File: config.mk
export PLATFORM = sky130hd
export DESIGN_NAME = wptr_full_ctrl
export DESIGN_NICKNAME = d
export VERILOG_FILES = /design/src/rtl/wptr_full_ctrl.sv
export SDC_FILE = /design/constraint.sdc
export NUM_CORES = 1
export LEC_CHECK = 0
export ABC_AREA = 1
export CORE_MARGIN = 10
export CORE_UTILIZATION = 35
export CTS_CLUSTER_DIAMETER = 100
export DETAILED_ROUTE_END_ITERATION = 16
export PLACE_DENSITY_LB_ADDON = 0.05
export SYNTH_ARGS = -nofsm -noshare
export SYNTH_HDL_FRONTEND = slang
export SYNTH_SLANG_ARGS = --single-unit
File: constraint.sdc
create_clock -name w_clk -period 5.4 [get_ports w_clk]
set_input_delay 1.08 -clock w_clk [delete_from_list [all_inputs] [get_ports w_clk]]
set_output_delay 1.08 -clock w_clk [all_outputs]
set_load 0.01 [all_outputs]
File: src/rtl/wptr_full_ctrl.sv
// Write-side pointer and full/level logic for a dual-clock queue.
// Tracks the write pointer and compares it with a synchronized Gray read pointer.
module wptr_full_ctrl #(
  parameter int ADDR_W      = 4,
  parameter int AF_LEVEL    = 12,
  parameter int SYNC_STAGES = 2
) (
  input  logic              w_clk,
  input  logic              rst,
  input  logic              w_en,
  input  logic [ADDR_W:0]   r_gray_async,
  output logic [ADDR_W-1:0] w_ptr,
  output logic [ADDR_W:0]   w_gray,
  output logic              full_flag,
  output logic              almost_full,
  output logic [ADDR_W:0]   w_level,
  output logic              overflow
);

  localparam logic [ADDR_W:0] AF_THR = (ADDR_W+1)'(AF_LEVEL);

  // Handshake: w_en is the producer's valid and ~full_flag is the ready;
  // a write transfers on a w_clk edge only when both are high. w_en while
  // full is dropped and recorded in the sticky overflow flag.

  logic [ADDR_W:0] w_bin;
  logic [ADDR_W:0] w_bin_next;
  logic [ADDR_W:0] w_gray_next;
  logic [ADDR_W:0] w_level_next;
  logic [ADDR_W:0] rq_last;
  logic [ADDR_W:0] rq_bin;
  logic [ADDR_W:0] full_match;
  logic [ADDR_W:0] rq_sync [SYNC_STAGES];
  logic            w_inc;
  logic            full_next;
  logic            af_next;

  function automatic logic [ADDR_W:0] gray2bin(input logic [ADDR_W:0] g);
    logic [ADDR_W:0] b;
    b[ADDR_W] = g[ADDR_W];
    for (int i = ADDR_W - 1; i >= 0; i--) begin
      b[i] = b[i+1] ^ g[i];
    end
    return b;
  endfunction

  // Read pointer crosses clock domains only through this flop chain.
  always_ff @(posedge w_clk or posedge rst) begin
    if (rst) begin
      for (int i = 0; i < SYNC_STAGES; i++) begin
        rq_sync[i] <= '0;
      end
    end else begin
      rq_sync[0] <= r_gray_async;
      for (int i = 1; i < SYNC_STAGES; i++) begin
        rq_sync[i] <= rq_sync[i-1];
      end
    end
  end

  always_comb begin
    rq_last      = rq_sync[SYNC_STAGES-1];
    rq_bin       = gray2bin(rq_last);
    w_inc        = w_en & ~full_flag;
    w_bin_next   = w_bin + {{ADDR_W{1'b0}}, w_inc};
    w_gray_next  = (w_bin_next >> 1) ^ w_bin_next;
    // Full when the write pointer has lapped the read pointer exactly once.
    full_match   = {~rq_last[ADDR_W:ADDR_W-1], rq_last[ADDR_W-2:0]};
    full_next    = (w_gray_next == full_match);
    w_level_next = w_bin_next - rq_bin;
    af_next      = (w_level_next >= AF_THR);
  end

  always_ff @(posedge w_clk or posedge rst) begin
    if (rst) begin
      w_bin       <= '0;
      w_gray      <= '0;
      full_flag   <= 1'b0;
      w_level     <= '0;
      almost_full <= 1'b0;
      overflow    <= 1'b0;
    end else begin
      w_bin       <= w_bin_next;
      w_gray      <= w_gray_next;
      full_flag   <= full_next;
      w_level     <= w_level_next;
      almost_full <= af_next;
      if (w_en && full_flag) begin
        overflow <= 1'b1;
      end
    end
  end

  assign w_ptr = w_bin[ADDR_W-1:0];

endmodule

==> qor.log, run 1 <==
[status] outcome finished clean
[power] clock share of power 0.098
[route] initial DRC count 32
[placed_design] Area after DPL 1500 um2
[setup_path] element type at the critical path end register
[synthesis] Seq/Total Area, Yosys 0.557
[sta] setup repair after global routing missed its margin no
[clock_tree] number of hold buffers added after CTS 0
[synthesis] Gate Count Post-Synth 128
[finish] Layout Nets 171
[setup_path] data required time at the worst endpoint 5.62 ns
[setup_path] worst-path fanout max 5
[power] switching power as a share of total power 0.401
[floorplan] overall die area 6220 um2
[grt] GRT Resource Usage Total 0.0807
[finish] most common cell after layout, fill and taps aside nand2_1
[clock_tree] Clock Sink Count 27
[setup_path] startpoint class of the critical path input pin
[clock_tree] clock tree root driver cell clkbuf_4
[route] Detail Route Antenna Nets 0
[synthesis] post-synthesis instance area 1210 um2
[clock_tree] number of CTS-inserted buffers 3
[finish] fraction of layout cells with a size suffix above 1 0.0323
[route] Pre-antenna DRT Iters 4
[synthesis] synthesized-area fraction occupied by xor and xnor cells 0.0485
[sta] ratio of final minimum period to clock period 0.592
[clock_tree] clock transition at the registers of the reported paths 0.14 ns
[sta] Fin Clk Skew 0.00350 ns
[sta] final critical path time including I/O delays and setup 3.20 ns
[clock_tree] CTS tree done
[route] drt wl/cell 10.8 um
[synthesis] syn nets 143
[synthesis] main combinational cell family by area after synthesis simple AND/OR/NAND/NOR gates
[route] Via-to-Cell Ratio 4.33
[clock_tree] Worst-Skew Late Latency 0.32 ns
[synthesis] share of synthesized cell area in and, or, nand and nor gates 0.228
[finish] Finished Cell Area 1530 um2
[setup_path] Worst Path Class, Setup input pin to register
[sta] fmax 0.313 GHz
[grt] global route overflow 0
[clock_tree] Max Buffers Root-to-Sink 2
[finish] fill cell count 326
[synthesis] mux cell area share after synthesis 0
[synthesis] per-instance average area after synthesis 9.48 um2
[synthesis] synth warn 0
[sta] worst slew margin relative to its limit 0.352
[finish] top library cells by usage in the layout, fill and taps aside 41 x nand2_1, 27 x dfrtp_1, 24 x clkdlybuf4s50_1, 19 x inv_1, 14 x nand3_1
[floorplan] die extent in x 78.9 um
[grt] first-pass GRT wire length 4100 um
[grt] number of antenna violations at the first check in global routing 0
[sta] number of failing hold endpoints at the final stage 0
[finish] area delta synth->final 25.8%
[sta] count of endpoints failing setup in the final report 0
[grt] pin count of the biggest net entering global routing 28
[floorplan] I/O pin total 25
[route] total vias in the final route 870
[power] combinational cell fraction of total power 0.549
[power] leakage power 0.776 nW
[placed_design] Port Buf Inserts 24
[floorplan] placement row count 21
[sta] final total negative setup slack 0 ns
[route] total DRC errors in the routed layout 0
[power] net switching power figure 0.354 mW
[job] number of maximum-capacitance constraint violations 0
[synthesis] #FFs+latches synth 27
[power] highest ir drop seen on vdd 0.000141 V
[finish] number of antenna cells inserted 0
[floorplan] die span in y 78.9 um
[setup_path] crit path DAT 3.42 ns
[placed_design] routability cong. 0.808
[clock_tree] buffers inserted by post-CTS timing repair 0
[power] part of the total power dissipated in sequential elements 0.354
[clock_tree] CTS H-Tree Depth 1
[sta] Worst-Margin Slew 0.971 ns
[sta] hold slack final 0.367 ns
[hold_path] Hold Crit Class register to register
[synthesis] post-synthesis share of cell area spent on full adders, half adders and majority gates 0.0784
[clock_tree] post_cts resized 0
[power] cell-internal power 0.528 mW
[synthesis] count of different cell masters after synthesis 18
[route] Routed Wire Length 2170 um
[grt] number of global-route vias before repair 953
[floorplan] Starting Density 0.364
[synthesis] fraction of the mapped netlist area in compound gates 0.0206
[power] PwrDens 578 nW/um2
[sta] final max-slew violation count 0
[floorplan] core outline area 3340 um2
[placed_design] final HPWL from detailed placement 1770 um
flip-flops by register name (all words and copies together), names as in the netlist:
| name | cells |
|---|---|
| almost_full | 1 |
| full_flag | 1 |
| overflow | 1 |
| rq_last | 5 |
| rq_sync | 5 |
| w_bin | 5 |
| w_gray | 4 |
| w_level | 5 |
worst max-delay path, stage by stage:
cell	delay (ns)
clkdlybuf4s50_1	0.48
inv_1	0.04
nor2_1	0.08
ha_1	0.23
ha_1	0.25
nand2_1	0.11
nand2_1	0.14
inv_1	0.09
ha_1	0.35
nand2_1	0.08
nor2_1	0.04
a211oi_1	0.21
or2_1	0.16
nand3_1	0.07
cells by family (layout without fill, tap and decap cells):
| family | after synthesis | in the layout |
|---|---|---|
| simple gates | 65 | 65 |
| flops | 27 | 27 |
| compound gates | 4 | 4 |
| buf+inv | 20 | 47 |
| xor+xnor | 5 | 5 |
| fa+ha+maj | 7 | 7 |
through the flow:
step / power [mW] / worst slack, ns / cells / util
3_3_place_gp: 0.810 / 1.93 / 197 / 0.450
5_1_grt: 0.984 / 1.90 / 201 / 0.457
2_1_floorplan: 0.620 / 2.55 / 128 / -
3_5_place_dp: 0.814 / 1.86 / 197 / 0.450
6_report: 0.883 / 2.20 / 201 / 0.457
4_1_cts: 0.904 / 2.22 / 201 / 0.457
per-layer routing:
| layer | vias to the layer above | track usage | wire length (um) |
|---|---|---|---|
| met3 | 4 | 0.0282 | 125 |
| met1 | 395 | 0.0983 | 1010 |
| met5 | - | 0 | 0 |
| met2 | 20 | 0.125 | 1010 |
| met4 | 0 | 0.0376 | 26 |
| li1 | 451 | - | - |
synthesized netlist by cell type:
cell type / number / share of area
nand2_1: 41 / 0.13
dfrtp_1: 27 / 0.56
inv_1: 19 / 0.059
nand3_1: 14 / 0.058
ha_1: 6 / 0.062
nand4_1: 4 / 0.021
nor2_1: 4 / 0.012
or2_1: 2 / 0.010
xor2_1: 2 / 0.014
a211oi_1: 1 / 0.0062
a21o_1: 1 / 0.0062
a21oi_1: 1 / 0.0041
buf_6: 1 / 0.0093
fa_1: 1 / 0.016
o21ai_0: 1 / 0.0041
xnor2_1: 1 / 0.0072
xnor2_2: 1 / 0.013
xor2_2: 1 / 0.013
final cells by class:
cell class	instances	area, um2	area share
Sequential cell	27	676	0.443
Multi-Input combinational cell	81	455	0.298
Timing Repair Buffer	24	240	0.157
Inverter	19	71.3	0.0467
Tap cell	46	57.6	0.0377
Clock buffer	4	26.3	0.0172
worst paths after layout:
path | from | end | slack, ns | cells past startpoint
setup reg to reg | full_flag | almost_full | 3.04 | 12
hold reg to reg | rq_sync[8] | rq_last[3] | 0.37 | 0
min in group asynchronous | rst | rq_last[2] | 1.26 | 2
setup / recovery | w_en | almost_full | 2.20 | 14
max in group asynchronous | rst | w_level[0] | 3.55 | 2
hold / removal | rq_sync[8] | rq_last[3] | 0.37 | 0
power groups by stage:
stage | sequential, mW | combinational [mW] | clock [mW]
floorplan | 0.342 | 0.278 | 0
global placement | 0.317 | 0.494 | 0
detailed placement | 0.318 | 0.496 | 0
CTS | 0.313 | 0.498 | 0.0927
global route | 0.322 | 0.560 | 0.102
finish | 0.312 | 0.485 | 0.0862
Note: power is estimated with default switching activity, not from simulation.
==> run 2, diff against run 1 <==
==> constraint.sdc (replaced) <==
create_clock -name w_clk -period 3.3 [get_ports w_clk]
set_input_delay 0.66 -clock w_clk [delete_from_list [all_inputs] [get_ports w_clk]]
set_output_delay 0.66 -clock w_clk [all_outputs]
set_load 0.01 [all_outputs]
==> run 2 against run 1 <==
  * Wire length rose by 3.6%
  * Core utilization rose by 0.49 points
  * Sequential power rose by 64%
  * Largest power group unchanged
==> qor.log, run 2 (synthesized netlist as in run 1, its figures left out) <==
[grt] global route overflow 0
[floorplan] I/O pin total 25
[grt] met3 track utilization from global routing 0.0439
[finish] fraction of layout cells with a size suffix above 1 0.0510
[clock_tree] CTS tree done
[finish] top library cells by usage in the layout, fill and taps aside 41 x nand2_1, 27 x dfrtp_1, 24 x clkdlybuf4s50_1, 19 x inv_1, 14 x nand3_1
[clock_tree] clock transition at the registers of the reported paths 0.14 ns
[setup_path] Worst Path Class, Setup input pin to register
[clock_tree] buffers inserted by post-CTS timing repair 0
[grt] GRT Resource Usage Total 0.0802
[floorplan] die span in y 78.9 um
[status] outcome finished clean
[grt] pin count of the biggest net entering global routing 19
[floorplan] Starting Density 0.364
[sta] setup repair after global routing missed its margin no
[route] Routed Wire Length 2240 um
[power] PwrDens 947 nW/um2
[sta] min setup slack post-route 0.516 ns
[grt] number of global-route vias before repair 892
[power] highest ir drop seen on vdd 0.000293 V
[grt] number of antenna violations at the first check in global routing 0
[route] Via-to-Cell Ratio 4.42
[finish] most common cell after layout, fill and taps aside nand2_1
[finish] area delta synth->final 27.1%
[clock_tree] CTS H-Tree Depth 1
[sta] Fin Clk Skew 0.0112 ns
[placed_design] Port Buf Inserts 24
[sta] final critical path time including I/O delays and setup 2.78 ns
[clock_tree] Max Buffers Root-to-Sink 2
[sta] worst slew margin relative to its limit 0.561
[setup_path] crit path DAT 2.99 ns
[route] drt wl/cell 11.1 um
[clock_tree] Clock Sink Count 27
[placed_design] routability cong. 0.811
[finish] final core utilization 0.462
[sta] final max-slew violation count 0
[route] total DRC errors in the routed layout 0
[setup_path] data required time at the worst endpoint 3.51 ns
[power] total power 1.46 mW
[hold_path] Hold Crit Class register to register
[sta] Worst-Margin Slew 0.658 ns
[clock_tree] number of hold buffers added after CTS 0
[grt] met1 Track Usage GR 0.0875
[job] number of maximum-capacitance constraint violations 0
[clock_tree] clock tree root driver cell clkbuf_4
[finish] Layout Nets 173
[sta] ratio of final minimum period to clock period 0.844
[finish] fill cell count 339
[setup_path] element type at the critical path end register
[floorplan] core outline area 3340 um2
[grt] met2 usage 0.132
[setup_path] worst-path fanout max 5
[floorplan] overall die area 6220 um2
[route] total vias in the final route 897
[route] Detail Route Antenna Nets 0
[route] Pre-antenna DRT Iters 4
[clock_tree] number of CTS-inserted buffers 3
[placed_design] final HPWL from detailed placement 1870 um
[sta] number of failing hold endpoints at the final stage 0
[floorplan] die extent in x 78.9 um
[sta] count of endpoints failing setup in the final report 0
[sta] final total negative setup slack 0 ns
[clock_tree] Worst-Skew Late Latency 0.32 ns
[placed_design] Post-Place Worst Slack 0.189 ns
[finish] number of antenna cells inserted 0
[grt] busiest metal layer after global routing met2
[sta] hold slack final 0.366 ns
[grt] first-pass GRT wire length 4040 um
[setup_path] startpoint class of the critical path input pin
[clock_tree] post_cts resized 0
[power] leakage power 0.789 nW
[sta] fmax 0.359 GHz
[floorplan] placement row count 21
[route] initial DRC count 34
run 2: cell count changes in the layout (fill, tap and decap cells not counted):
cell / delta
clkinv_2: +1
buf_4: +2
clkbuf_1: -1
run 2: where the power goes:
part	total [mW]	switching (mW)	internal, mW
combinational	0.813	0.432	0.381
sequential	0.513	0.0664	0.447
clock	0.134	0.0890	0.0454
total	1.46	0.588	0.873
run 2: worst max-delay path, stage by stage:
cell             delay [ns]
clkdlybuf4s50_1        0.48
inv_1                  0.04
nor2_1                 0.08
ha_1                   0.22
ha_1                   0.25
nand2_1                0.11
nand2_1                0.15
inv_1                  0.09
ha_1                   0.35
a21oi_1                0.15
o21ai_0                0.11
xor2_1                 0.16
nand2_1                0.07
nand3_1                0.07
run 2: metrics by stage:
stage                     cell area (um2)  std cells
after global placement               1520        199
final                                1540        203
after CTS                            1540        203
after global routing                 1540        203
after detailed placement             1520        199
after floorplan                      1210        128
run 2: final cells by class:
cell class,count,area (um2),share of cell area
Inverter,19,71.3,0.0462
Tap cell,46,57.6,0.0373
Multi-Input combinational cell,81,455,0.295
Clock inverter,1,5.00,0.00324
Sequential cell,27,676,0.438
Timing Repair Buffer,26,255,0.165
Clock buffer,3,22.5,0.0146
run 2: final timing paths:
check                           start           to  slack (ns)  cells past startpoint
setup / recovery                 w_en  almost_full        0.52                     14
hold / removal             rq_sync[5]   rq_last[0]        0.37                      0
setup reg to reg            full_flag  almost_full        0.94                     12
hold reg to reg            rq_sync[5]   rq_last[0]        0.37                      0
max in group asynchronous         rst     w_bin[2]        2.00                      3
min in group asynchronous         rst   rq_sync[7]        0.71                      2
run 2: layer usage:
layer  share of wire  wire length, um
met3           0.096              215
met4          0.0080               18
met2            0.47             1050
met5               0                0
met1            0.43              960
==> run 3, diff against run 2 <==
==> constraint.sdc (replaced) <==
create_clock -name w_clk -period 2.52 [get_ports w_clk]
set_input_delay 0.504 -clock w_clk [delete_from_list [all_inputs] [get_ports w_clk]]
set_output_delay 0.504 -clock w_clk [all_outputs]
set_load 0.01 [all_outputs]
==> run 3 against run 2 <==
  * Flip-flop and latch count unchanged
  * Combinational power increased by 67%
  * Critical path type unchanged
  * Via count increased by 9.6%
  * Largest power group unchanged
  * Design area increased by 9.8%
  * Critical path depth increased by 1
  * Critical endpoint unchanged
  * Highest routed layer unchanged
  * Clock power increased by 39%
  * Sequential share of layout area decreased by 3.8 points
==> qor.log, run 3 (synthesized netlist as in run 1, its figures left out) <==
[status] outcome finished clean
[floorplan] die span in y 78.9 um
[setup_path] ordered list of cells on the worst path clkdlybuf4s50_1 > inv_1 > nor2_1 > ha_2 > ha_2 > inv_1 > nand2_1 > nand2_1 > inv_1 > ha_4 > a21oi_2 > o21ai_2 > xor2_1 > nand2_1 > nand3_1
[power] highest ir drop seen on vdd 0.000385 V
[finish] Finished Cell Area 1690 um2
[sta] final max-slew violation count 0
[clock_tree] number of CTS-inserted buffers 3
[placed_design] routability cong. 0.800
[floorplan] core outline area 3340 um2
[setup_path] delay contributed by the slowest stage of the critical path 0.48 ns
[finish] final core utilization 0.508
[setup_path] FF-to-FF setup slack 0.20 ns
[setup_path] Worst Path Class, Setup input pin to register
[floorplan] Starting Density 0.364
[grt] number of global-route vias before repair 1,006
[finish] fraction of layout cells with a size suffix above 1 0.181
[job] number of maximum-capacitance constraint violations 0
[grt] global route overflow 0
[sta] ratio of final minimum period to clock period 0.940
[route] total DRC errors in the routed layout 0
[setup_path] Reg2Reg Capture Point almost_full
[hold_path] hold worst-path end rq_last[3]
[clock_tree] Clock Sink Count 27
[placed_design] Port Buf Inserts 24
[clock_tree] Worst-Skew Late Latency 0.32 ns
[setup_path] slowest stage cell, crit path clkdlybuf4s50_1
[clock_tree] CTS tree done
[clock_tree] CTS H-Tree Depth 1
[grt] GRT Resource Usage Total 0.0870
[clock_tree] Max Buffers Root-to-Sink 2
[hold_path] Hold Crit Class register to register
[setup_path] element type at the critical path end register
[grt] pin count of the biggest net entering global routing 28
[power] leakage power 0.854 nW
[route] drt wl/cell 11.5 um
[route] total vias in the final route 983
[floorplan] die extent in x 78.9 um
[sta] count of endpoints failing setup in the final report 0
[finish] area delta synth->final 39.6%
[setup_path] startpoint class of the critical path input pin
[finish] fill cell count 326
[power] total power 2.22 mW
[placed_design] Area after DPL 1610 um2
[finish] most common cell after layout, fill and taps aside nand2_1
[route] Pre-antenna DRT Iters 4
[sta] number of failing hold endpoints at the final stage 0
[route] Detail Route Antenna Nets 0
[setup_path] worst-path fanout max 4
[power] PwrDens 1310 nW/um2
[clock_tree] clock tree root driver cell clkbuf_4
[hold_path] beginning of the worst hold path rq_sync[8]
[floorplan] I/O pin total 25
[sta] setup repair after global routing missed its margin no
[finish] Layout Nets 187
[floorplan] overall die area 6220 um2
[setup_path] critical register-to-register path startpoint rq_last[4]
[setup_path] R2R cell count 12
[grt] first-pass GRT wire length 4420 um
[placed_design] final HPWL from detailed placement 1960 um
[finish] top library cells by usage in the layout, fill and taps aside 41 x nand2_1, 25 x dfrtp_1, 24 x clkdlybuf4s50_1, 19 x inv_1, 16 x buf_4
[setup_path] crit path DAT 2.59 ns
[route] Routed Wire Length 2500 um
[grt] number of antenna violations at the first check in global routing 0
[sta] final critical path time including I/O delays and setup 2.37 ns
[finish] number of antenna cells inserted 0
[floorplan] placement row count 21
[sta] Fin Clk Skew 0.00728 ns
[sta] Worst-Margin Slew 0.330 ns
[route] initial DRC count 50
[route] Via-to-Cell Ratio 4.53
[clock_tree] clock transition at the registers of the reported paths 0.15 ns
[setup_path] data required time at the worst endpoint 2.74 ns
[sta] fmax 0.422 GHz
[sta] worst slew margin relative to its limit 0.780
[hold_path] hold-critical path depth 0
[run 3: metrics by stage]
stage | hold slack (ns) | instances | setup slack (ns) | TNS, ns
6_report | 0.368 | 217 | 0.151 | 0
5_1_grt | 0.378 | 217 | 0.0241 | 0
4_1_cts | 0.372 | 216 | 0.0175 | 0
3_5_place_dp | 0.338 | 212 | -0.337 | -1.05
3_3_place_gp | 0.333 | 212 | -0.229 | -0.688
2_1_floorplan | 0.331 | 128 | 0.249 | 0
[run 3: worst max-delay path by stage]
stage | cells past startpoint | from | slack [ns] | endpoint
floorplan | 14 | w_en | 0.25 | almost_full
finish | 15 | w_en | 0.15 | almost_full
detailed placement | 14 | w_en | -0.34 | almost_full
CTS | 14 | w_en | 0.02 | almost_full
global route | 15 | w_en | 0.02 | almost_full
global placement | 14 | w_en | -0.23 | almost_full
[run 3: routing by layer]
metal  GRT usage  vias up  routed length [um]
met5           0        -                   0
met4      0.0376        0                  26
met3      0.0315        2                 154
li1            -      487                   -
met2       0.146       26                1220
met1      0.0972      468                1100
[run 3: timing repair]
action,CTS,global route
setup endpoints to repair,0,3
hold buffers,0,0
gates resized for setup,0,11
setup buffers,0,1
[run 3: power breakdown]
group	switching, mW	internal [mW]	total, mW	leakage, nW
Combinational	0.644	0.718	1.36	0.520
Clock	0.127	0.0595	0.186	0.0177
Sequential	0.0872	0.585	0.673	0.317
[run 3: critical path, delay by kind of cell]
family | cells | cell delay, ns
and+or+nand+nor | 5 | 0.37
adders and majority gates | 3 | 0.63
AOI/OAI and AO/OA | 2 | 0.23
xor gates and xnor gates | 1 | 0.17
buffers and inverters | 4 | 0.68
[run 3: area by class of cell]
type | count | area [um2] | area share
multi-input cells | 81 | 499 | 0.295
flip-flops and latches | 27 | 678 | 0.400
clock inverters | 1 | 5.00 | 0.00295
inverters | 19 | 71.3 | 0.0421
clock buffers | 3 | 22.5 | 0.0133
repair buffers | 40 | 360 | 0.213
well taps | 46 | 57.6 | 0.0340
